===== src/rtl/gs232c_btb_bitmap_ctrl_pkg.sv =====
// Shared types and constants for the BTB bitmap controller.
// Latency: n/a (declarations only).
// Backpressure: n/a.
//
// Contents: FSM state enum, update-queue entry struct, bitmap geometry constants.
package gs232c_btb_bitmap_ctrl_pkg;

    localparam int         BM_ADDR_W  = 10;
    localparam int         BM_DATA_W  = 4;
    localparam logic [7:0] SWEEP_LAST = 8'd255;

    typedef enum logic {
        CLEAR = 1'b0,
        RUN   = 1'b1
    } state_e;

    typedef struct packed {
        logic [BM_ADDR_W-1:0] addr;
        logic [BM_DATA_W-1:0] mask;
        logic [BM_DATA_W-1:0] data;
    } upd_entry_t;

endpackage


===== src/rtl/gs232c_btb_upd_fifo.sv =====
// In-order update queue holding {addr,mask,data} entries.
// Latency: a pushed entry is visible at o_head_dat the cycle after the push.
// Backpressure: o_full blocks pushes; pop on empty is ignored; i_flush empties it.
//
// Ports: clock/reset, i_push/i_push_dat, i_pop, i_flush, o_head_dat, o_full, o_empty.
module gs232c_btb_upd_fifo
    import gs232c_btb_bitmap_ctrl_pkg::*;
#(
    parameter int DEPTH = 2
) (
    input  logic       clock,
    input  logic       reset,
    input  logic       i_push,
    input  upd_entry_t i_push_dat,
    input  logic       i_pop,
    input  logic       i_flush,
    output upd_entry_t o_head_dat,
    output logic       o_full,
    output logic       o_empty
);

    localparam int PTR_W = (DEPTH > 1) ? $clog2(DEPTH) : 1;
    localparam int CNT_W = $clog2(DEPTH + 1);

    upd_entry_t       r_mem [DEPTH];
    logic [PTR_W-1:0] r_wr_ptr;
    logic [PTR_W-1:0] r_rd_ptr;
    logic [CNT_W-1:0] r_count;
    logic             w_push;
    logic             w_pop;

    function automatic logic [PTR_W-1:0] ptr_next(input logic [PTR_W-1:0] p);
        return (p == PTR_W'(DEPTH - 1)) ? '0 : p + PTR_W'(1);
    endfunction

    assign o_full     = (r_count == CNT_W'(DEPTH));
    assign o_empty    = (r_count == '0);
    assign o_head_dat = r_mem[r_rd_ptr];
    assign w_push     = i_push && !o_full;
    assign w_pop      = i_pop && !o_empty;

    always_ff @(posedge clock) begin
        if (w_push && !i_flush) begin
            r_mem[r_wr_ptr] <= i_push_dat;
        end
    end

    always_ff @(posedge clock or posedge reset) begin
        if (reset) begin
            r_wr_ptr <= '0;
            r_rd_ptr <= '0;
            r_count  <= '0;
        end else if (i_flush) begin
            r_wr_ptr <= '0;
            r_rd_ptr <= '0;
            r_count  <= '0;
        end else begin
            if (w_push) r_wr_ptr <= ptr_next(r_wr_ptr);
            if (w_pop)  r_rd_ptr <= ptr_next(r_rd_ptr);
            case ({w_push, w_pop})
                2'b10:   r_count <= r_count + CNT_W'(1);
                2'b01:   r_count <= r_count - CNT_W'(1);
                default: r_count <= r_count;
            endcase
        end
    end

endmodule


===== src/rtl/gs232c_btb_bitmap_ctrl.sv =====
// BTB bitmap controller: clear sweep, queued masked updates, registered reads.
// Latency: update written the cycle after acceptance (unless deferred); read data 1 cycle.
// Backpressure: upd_ready low while sweeping or queue full; row-conflicting reads
//               defer the head write up to STARVE_MAX cycles.
//
// Ports: clock/reset, flush_req/busy, upd_* request channel, rd_* read channel,
//        bm_* bitmap array interface. Optional macro GS232C_BTB_BITMAP_CTRL_PERF_EN
//        adds perf_defer/perf_flush saturating event counters.
module gs232c_btb_bitmap_ctrl
    import gs232c_btb_bitmap_ctrl_pkg::*;
#(
    parameter int FIFO_DEPTH = 2,
    parameter int STARVE_MAX = 2
) (
    input  logic                 clock,
    input  logic                 reset,
    input  logic                 flush_req,
    output logic                 busy,
    input  logic                 upd_valid,
    output logic                 upd_ready,
    input  logic [BM_ADDR_W-1:0] upd_addr,
    input  logic [BM_DATA_W-1:0] upd_mask,
    input  logic [BM_DATA_W-1:0] upd_data,
    input  logic                 rd_en,
    input  logic [BM_ADDR_W-1:0] rd_addr,
    output logic                 rd_valid,
    output logic [BM_DATA_W-1:0] rd_data,
    output logic [BM_ADDR_W-1:0] bm_raddr,
    input  logic [BM_DATA_W-1:0] bm_rdata,
    output logic [BM_ADDR_W-1:0] bm_waddr,
    output logic [BM_DATA_W-1:0] bm_wmask,
    output logic [BM_DATA_W-1:0] bm_wdata
`ifdef GS232C_BTB_BITMAP_CTRL_PERF_EN
    ,
    output logic [15:0]          perf_defer,
    output logic [15:0]          perf_flush
`endif
);

    localparam int STV_W = (STARVE_MAX > 0) ? $clog2(STARVE_MAX + 1) : 1;

    state_e               r_state;
    logic [7:0]           r_cnt;
    logic                 r_busy;
    logic [STV_W-1:0]     r_starve;
    logic                 r_rd_valid;
    logic [BM_DATA_W-1:0] r_rd_data;

    upd_entry_t           w_head;
    upd_entry_t           w_push_dat;
    logic                 w_full;
    logic                 w_empty;
    logic                 w_run;
    logic                 w_push;
    logic                 w_have;
    logic                 w_conflict;
    logic                 w_defer;
    logic                 w_wr;
    logic                 w_rd_take;

    assign w_run      = (r_state == RUN);
    assign upd_ready  = w_run && !w_full;
    assign w_push     = upd_valid && upd_ready;
    assign w_push_dat = '{addr: upd_addr, mask: upd_mask, data: upd_data};

    // A flush in RUN drops the head in the same cycle, so it never reaches the array.
    assign w_have     = w_run && !w_empty && !flush_req;
    // Same 16-bit row as the head write: give the read the array, but only
    // STARVE_MAX times in a row so the queue cannot stall forever.
    assign w_conflict = rd_en && (rd_addr[BM_ADDR_W-1:4] == w_head.addr[BM_ADDR_W-1:4]);
    assign w_defer    = w_have && w_conflict && (r_starve != STV_W'(STARVE_MAX));
    assign w_wr       = w_have && !w_defer;
    assign w_rd_take  = rd_en && w_run;

    gs232c_btb_upd_fifo #(
        .DEPTH (FIFO_DEPTH)
    ) u_upd_fifo (
        .clock      (clock),
        .reset      (reset),
        .i_push     (w_push),
        .i_push_dat (w_push_dat),
        .i_pop      (w_wr),
        .i_flush    (flush_req),
        .o_head_dat (w_head),
        .o_full     (w_full),
        .o_empty    (w_empty)
    );

    assign busy     = r_busy;
    assign rd_valid = r_rd_valid;
    assign rd_data  = r_rd_data;
    assign bm_raddr = rd_addr;

    always_comb begin
        bm_waddr = w_head.addr;
        bm_wmask = '0;
        bm_wdata = w_head.data;
        if (!w_run) begin
            bm_waddr = {r_cnt, 2'b00};
            bm_wmask = '1;
            bm_wdata = '0;
        end else if (w_wr) begin
            bm_wmask = w_head.mask;
        end
    end

    // Controller FSM; busy is registered alongside the state.
    always_ff @(posedge clock or posedge reset) begin
        if (reset) begin
            r_state <= CLEAR;
            r_cnt   <= '0;
            r_busy  <= 1'b1;
        end else if (flush_req) begin
            r_state <= CLEAR;
            r_cnt   <= '0;
            r_busy  <= 1'b1;
        end else begin
            case (r_state)
                CLEAR: begin
                    r_cnt <= r_cnt + 8'd1;
                    if (r_cnt == SWEEP_LAST) begin
                        r_state <= RUN;
                        r_busy  <= 1'b0;
                    end
                end
                default: begin
                    r_state <= RUN;
                    r_busy  <= 1'b0;
                end
            endcase
        end
    end

    always_ff @(posedge clock or posedge reset) begin
        if (reset) begin
            r_starve <= '0;
        end else if (flush_req || w_wr) begin
            r_starve <= '0;
        end else if (w_defer) begin
            r_starve <= r_starve + STV_W'(1);
        end
    end

    always_ff @(posedge clock or posedge reset) begin
        if (reset) begin
            r_rd_valid <= 1'b0;
            r_rd_data  <= '0;
        end else begin
            r_rd_valid <= w_rd_take;
            r_rd_data  <= w_rd_take ? bm_rdata : '0;
        end
    end

`ifdef GS232C_BTB_BITMAP_CTRL_PERF_EN
    logic [15:0] r_perf_defer;
    logic [15:0] r_perf_flush;

    always_ff @(posedge clock or posedge reset) begin
        if (reset) begin
            r_perf_defer <= '0;
            r_perf_flush <= '0;
        end else begin
            if (w_defer && (r_perf_defer != 16'hffff))   r_perf_defer <= r_perf_defer + 16'd1;
            if (flush_req && (r_perf_flush != 16'hffff)) r_perf_flush <= r_perf_flush + 16'd1;
        end
    end

    assign perf_defer = r_perf_defer;
    assign perf_flush = r_perf_flush;
`endif

endmodule


===== config.mk =====
export PLATFORM = sky130hd
export DESIGN_NAME = gs232c_btb_bitmap_ctrl
export DESIGN_NICKNAME = d
export VERILOG_FILES = /design/src/rtl/gs232c_btb_bitmap_ctrl_pkg.sv /design/src/rtl/gs232c_btb_upd_fifo.sv /design/src/rtl/gs232c_btb_bitmap_ctrl.sv
export SDC_FILE = /design/constraint.sdc
export NUM_CORES = 1
export LEC_CHECK = 0
export ABC_AREA = 1
export CORE_MARGIN = 8
export CORE_UTILIZATION = 40
export DETAILED_ROUTE_END_ITERATION = 6
export DONT_BUFFER_PORTS = 1
export PLACE_DENSITY_LB_ADDON = 0.3
export SLEW_MARGIN = 0
export SYNTH_ARGS = -nofsm -noshare
export SYNTH_HDL_FRONTEND = slang
export SYNTH_SLANG_ARGS = --single-unit

===== constraint.sdc =====
create_clock -name clock -period 2.4 [get_ports clock]
set_input_delay 0.48 -clock clock [delete_from_list [all_inputs] [get_ports clock]]
set_output_delay 0.48 -clock clock [all_outputs]
set_load 0.05 [all_outputs]

==> flow_metrics.py, run 1 <==
metrics = {
    "outcome": {
        "outcome": "finished, final reports clean",
    },
    "setup_path": {
        "crit_arrival_ps": 1870,
        "critPathMostFrequentCell": "nand2_2",
        "crit_family": "simple AND/OR/NAND/NOR gates",
        "max_stage_delay_ps": 420,
        "startpoint": "u_upd_fifo.r_rd_ptr",
        "cp_max_fo": 6,
        "required_ps": 1920,
        "crit_type": "flop to output pin",
        "startpoint_type": "flop",
        "rr_startpoint": "u_upd_fifo.r_rd_ptr",
        "path_cells": "inv_2 -> buf_12 -> nand2_4 -> nand2_2 -> nand2_1 -> nand2_1 -> nand2_2 -> nor2_2 -> nand2_2 -> nand2_4 -> o21ai_2 -> buf_6",
        "cp_num_buf_inv": 3,
        "slowest_stage": "dfrtp_1",
        "setup.worst_path.end_class": "output pin",
    },
    "clocking": {
        "worstSkewPairLatency_ps": 330,
        "htreeDepth": 3,
        "cts_hold_buf": 0,
        "cts_tree": "yes",
        "cts_root_buffer": "clkbuf_8",
        "cts.sinks": 57,
        "clk_path_buf_depth": 2,
        "cts_buffers": 9,
        "cts.reportedPaths.clkPinSlew_ps": 70,
    },
    "routing": {
        "via_count": 1893,
        "routed_wl_um": 5830,
        "drc": 0,
        "ant_nets": 0,
        "via_per_inst": 5.05,
        "drtIter0Drc": 94,
        "dr.pass1.iters": 4,
        "wl_per_cell_um": 15.5,
    },
    "place": {
        "pre_cts_slack_ps": 272,
        "hpwl_um": 3970,
        "numPortBuffers": 0,
        "gp_congestion": 0.781,
        "post-place-cells": 350,
    },
    "timing": {
        "setup_viol": 0,
        "drv_slew": 0,
        "period_share": 0.980,
        "rsz0062_at_grt": "true",
        "min_period_ps": 2350,
        "slew-limit-headroom": 0.457,
        "clock.fmax_mhz": 425,
        "hold_viol_final": 0,
        "hold_ws_ps": 190,
        "worst_slack_ps": 48.9,
        "tightest_slew_ps": 813,
        "skew_ps": 6.03,
    },
    "global_route": {
        "grt_max_degree": 28,
        "overflow": 0,
        "antenna_found_initial": 0,
        "grt_pass1_wl_um": 9360,
        "grt_pass1_vias": 1858,
        "grt.total_usage": 0.126,
    },
    "die": {
        "die_h_um": 97.3,
        "rows": 29,
        "ios": 72,
        "die_x_um": 97.3,
        "die_area_um2": 9470,
        "core_area_um2": 6390,
        "initial_core_util": 0.414,
    },
    "yosys": {
        "synth_top_area_cell": "edfxtp_1",
        "postSynthAreaPerCell_um2": 9.99,
        "ys_ff_latch": 57,
        "synth_top_cells_by_area": "edfxtp_1 (41%), dfrtp_1 (19%), nand2_1 (6.5%)",
        "yosysUniqueCellTypes": 32,
        "ys_seq_area_frac": 0.608,
        "netlist.area_leader.share": 0.409,
        "syn_area_um2": 2650,
        "syn_inst": 265,
        "yosys_warnings": 0,
        "synth_fp_nets": 304,
    },
    "cells_and_area": {
        "nets": 332,
        "nFillCells": 575,
        "num_antenna_cells": 0,
        "instances_no_fill": 375,
        "seqCellArea_um2": 1610,
        "post-route-util": 0.504,
        "multi_input_area_um2": 853,
        "drive_above_1_share": 0.282,
        "syn2layout_area_growth_pct": 21.7,
    },
    "run": {
        "cap_violations": 0,
    },
    "power": {
        "power_density_nw_per_um2": 698,
        "leakagePower_nw": 1.42,
        "ir_drop_mv": 0.659,
    },
    "worst_hold_path": {
        "min_path_type": "input port to async pin",
    },
}
## placed cells by master (no fill, tap or decap), types with 2 or more instances in the layout
cell and count:
bufinv_16 2, nor3_1 2, inv_2 2, nand3_2 4, mux2i_1 4, nand2_1 40, dfrtp_1 20, o22ai_1 3
ha_1 2, buf_12 3, o21ai_2 4, buf_6 4, nand4_1 4, inv_1 31, a31oi_1 2, nand2_2 11
a21oi_1 4, edfxtp_1 36, nor2_2 6, nor2_1 32, o21ai_0 13, clkbuf_8 9, buf_4 26, nand2_4 4
o21ai_1 5, nand3_1 11
## layer usage
metal  track usage  wire length (um)
met5             0                 0
met4        0.0396                66
met3        0.0704               580
met2         0.195              2840
met1         0.144              2340
## state kept, by name, summed over array words and instances, names as in the netlist
signal / count
busy: 1
r_cnt: 8
r_starve: 2
r_state: 1
rd_data: 4
rd_valid: 1
u_upd_fifo.r_count: 2
u_upd_fifo.r_mem: 36
u_upd_fifo.r_rd_ptr: 1
u_upd_fifo.r_wr_ptr: 1
## worst register-to-register path: stages (launching register included)
cell and delay (ps):
dfrtp_1 420, inv_2 140, buf_12 130, nand2_4 40, nand2_2 70, nand2_1 50
nand2_1 70, nand2_2 50, nor2_2 110, nand2_2 80, buf_4 130, buf_4 140
nand3_2 90, nand3_1 90, nand2_1 60, nand2_1 50
## metrics by stage
stage	setup TNS, ps	total power [W]	area, um^2
6_report	0	0.00225	3220
4_1_cts	0	0.00226	3120
2_1_floorplan	-1010	0.00126	2650
3_3_place_gp	0	0.00125	2830
3_5_place_dp	0	0.00125	2830
5_1_grt	-263	0.00235	3220
## synth_stat cells
cell and number:
xor2_2 1, nand3b_1 1, ha_1 2, o21ai_1 1, clkbuf_1 4, nand3_1 14, xor2_1 1, nor3_1 2
o221ai_1 1, a21oi_1 4, dfrtp_1 20, buf_4 11, inv_2 1, clkinv_1 1, nand4_1 4, edfxtp_1 36
inv_4 1, inv_1 31, o31ai_1 1, nor2_1 36, nand2_4 2, buf_6 2, dfstp_2 1, nor2_2 2
mux2i_1 4, nand2_2 7, nor2_4 1, o21ai_0 21, nand3_2 1, a31oi_1 2, nand2_1 46, o22ai_1 3
## final timing paths
kind                                    endpoint  cells after the start  slack (ps)
max in group asynchronous    u_upd_fifo.r_wr_ptr                      1        1700
hold / removal                           r_state                      1         190
setup reg to reg           u_upd_fifo.r_count[0]                     15         570
setup / recovery                     bm_wmask[3]                     12          50
min in group clock                      r_cnt[2]                      1         210
hold reg to reg              u_upd_fifo.r_wr_ptr                      1         520
## final cells by class
type	instances	area share
clock inverters	7	0.0291
inverters	34	0.0404
repair buffers	34	0.0979
multi-input cells	157	0.265
flip-flops and latches	57	0.499
clock buffers	9	0.0385
well taps	77	0.0299
## power breakdown
group / switching [W] / internal [W] / total (W)
Combinational: 0.000118 / 0.0000801 / 0.000198
Sequential: 0.0000129 / 0.00106 / 0.00107
Clock: 0.000395 / 0.000584 / 0.000979
## kinds of logic after synthesis
kind of cell / synth area share
multiplexers: 0.0151
flip-flops: 0.608
buffers and inverters: 0.0946
AO/OA/AOI/OAI: 0.0671
adder cells (fa/ha/maj): 0.00945
AND/OR/NAND/NOR: 0.197
XOR/XNOR: 0.00946
## repair_timing
item,in CTS,in global routing
setup buffers,3,6
gates resized for setup,10,16
setup endpoints to repair,4,4
pin swaps,0,10
Note: power is estimated with default switching activity, not from simulation.
==> inputs of run 2 (changes only) <==
--- a/config.mk
+++ b/config.mk
@@ -7,10 +7,9 @@
 export LEC_CHECK = 0
 export ABC_AREA = 1
 export CORE_MARGIN = 8
-export CORE_UTILIZATION = 40
+export CORE_UTILIZATION = 50
 export DETAILED_ROUTE_END_ITERATION = 6
 export DONT_BUFFER_PORTS = 1
-export PLACE_DENSITY_LB_ADDON = 0.3
 export SLEW_MARGIN = 0
 export SYNTH_ARGS = -nofsm -noshare
 export SYNTH_HDL_FRONTEND = slang
==> run 2 against run 1 <==
Critical path depth fell by 2. First-iteration DRC count fell by 12%. Final cell count fell by 2.9%. Count of clock-buffer cells in the layout rose by 2. Critical path type unchanged. Clock skew fell by 1.7 ps. Utilization rose by 11 points. Combinational power fell by 12%. Via count fell by 2.7%. Register-to-register slack improved by 140 ps.
==> flow_metrics.py, run 2 (synthesized netlist as in run 1, its figures left out) <==
metrics = {
    "cells_and_area": {
        "largest_reg_flops": 36,
        "final_common_cell": "nand2_1",
        "num_antenna_cells": 0,
        "instances_no_fill": 364,
        "drive_above_1_share": 0.265,
        "syn2layout_area_growth_pct": 17.6,
        "nets": 328,
        "fin_area_um2": 3110,
        "largest_register": "u_upd_fifo.r_mem",
        "final_cell_mix": "nand2_1 (40), edfxtp_1 (36), nor2_1 (33), inv_1 (30), buf_4 (25)",
    },
    "timing": {
        "worst_slack_ps": 84.4,
        "slew-limit-headroom": 0.464,
        "period_share": 0.965,
        "min_period_ps": 2320,
        "hold_viol_final": 0,
        "drv_slew": 0,
        "tightest_slew_ps": 803,
        "skew_ps": 4.37,
        "rsz0062_at_grt": "true",
        "clock.fmax_mhz": 432,
        "setup_viol": 0,
    },
    "place": {
        "post-place-cells": 344,
        "dpl-instance-area_um2": 2810,
        "numPortBuffers": 0,
        "gp_congestion": 0.767,
        "pre_cts_slack_ps": 326,
        "hpwl_um": 3920,
    },
    "die": {
        "die_area_um2": 7880,
        "ios": 72,
        "die_x_um": 88.8,
        "initial_core_util": 0.518,
        "core_area_um2": 5110,
        "rows": 26,
        "die_h_um": 88.8,
    },
    "setup_path": {
        "setup.worst_path.end_class": "output pin",
        "crit_arrival_ps": 1840,
        "slowest_stage": "dfrtp_2",
        "path_cells": "buf_8 -> nand2_2 -> nand3_2 -> nand2_1 -> nand3_2 -> nor2_2 -> nand2_2 -> nand2_4 -> o21ai_2 -> buf_6",
        "required_ps": 1920,
        "reg2reg_depth": 13,
        "startpoint_type": "flop",
        "cp_max_fo": 8,
        "max_stage_delay_ps": 440,
        "crit_type": "flop to output pin",
    },
    "power": {
        "p_seq_frac": 0.518,
        "swShare": 0.233,
        "p_int_w": 0.00159,
        "power_frac_comb": 0.085,
        "p_total_w": 0.00207,
        "power_density_nw_per_um2": 666,
        "leakagePower_nw": 1.38,
        "ir_drop_mv": 0.350,
        "p_switching_w": 0.000483,
        "p_clk_frac": 0.398,
    },
    "clocking": {
        "worstSkewPairLatency_ps": 340,
        "cts.sinks": 57,
        "clk_path_buf_depth": 2,
        "htreeDepth": 3,
        "cts_root_buffer": "clkbuf_8",
        "cts_tree": "yes",
        "cts.reportedPaths.clkPinSlew_ps": 60,
        "cts_hold_buf": 0,
        "cts_buffers": 9,
    },
    "worst_hold_path": {
        "min_path_type": "input port to async pin",
    },
    "routing": {
        "via_count": 1841,
        "wl_per_cell_um": 15.3,
        "via_per_inst": 5.06,
        "routed_wl_um": 5590,
        "ant_nets": 0,
        "drc": 0,
        "drtIter0Drc": 83,
        "dr.pass1.iters": 4,
    },
    "global_route": {
        "antenna_found_initial": 0,
        "grt.total_usage": 0.152,
        "grt_pass1_vias": 1846,
        "grt_max_degree": 28,
        "grt_pass1_wl_um": 8740,
        "overflow": 0,
    },
    "run": {
        "cap_violations": 0,
    },
    "outcome": {
        "outcome": "finished, final reports clean",
    },
}
run 2: layout make-up:
cell class | count | area [um^2]
fill | 438 | 1990
sequential | 57 | 1610
multi-input combinational | 157 | 858
timing repair buffer | 30 | 248
inverter | 34 | 133
clock buffer | 11 | 131
tap | 70 | 87.6
clock inverter | 5 | 46.3
run 2: worst paths after layout:
path	start	to	slack (ps)
max	u_upd_fifo.r_rd_ptr	bm_wmask[2]	80
min	reset	u_upd_fifo.r_wr_ptr	180
max reg2reg	u_upd_fifo.r_rd_ptr	u_upd_fifo.r_count[1]	710
min reg2reg	u_upd_fifo.r_wr_ptr	u_upd_fifo.r_wr_ptr	510
max in group asynchronous	reset	u_upd_fifo.r_rd_ptr	1660
min in group clock	flush_req	r_cnt[2]	210
run 2: critical path, delay by kind of cell, from the launching register on:
kind	cells	cell delay, ps
simple gates	7	650
flops	1	440
buf+inv	2	320
compound gates	1	80
run 2: per-stage QoR:
step                utilization  setup TNS [ps]  hold slack, ps
floorplan                     -           -1010             456
global placement          0.551               0             498
detailed placement        0.551               0             504
CTS                       0.590               0             200
global route              0.610           -28.6             192
finish                    0.610               0             184
run 2: power groups by stage:
stage / sequential [W] / clock [W] / combinational [W]
3_5_place_dp: 0.00109 / 0 / 0.000161
4_1_cts: 0.00107 / 0.000845 / 0.000162
5_1_grt: 0.00107 / 0.000886 / 0.000198
6_report: 0.00107 / 0.000825 / 0.000175
2_1_floorplan: 0.00109 / 0 / 0.000172
3_3_place_gp: 0.00109 / 0 / 0.000158
run 2: repair_timing:
item | CTS | global route
endpoints found under the setup margin | 4 | 4
resized for setup | 4 | 24
setup buffers | 1 | 3
pin swaps | 1 | 11
run 2: routing by layer:
metal	part of all wire	vias up	wire length [um]	GRT usage
li1	-	910	-	-
met1	0.40	863	2220	0.160
met2	0.49	54	2720	0.244
met3	0.094	14	527	0.0789
met4	0.022	0	123	0.0737
met5	0	-	0	0
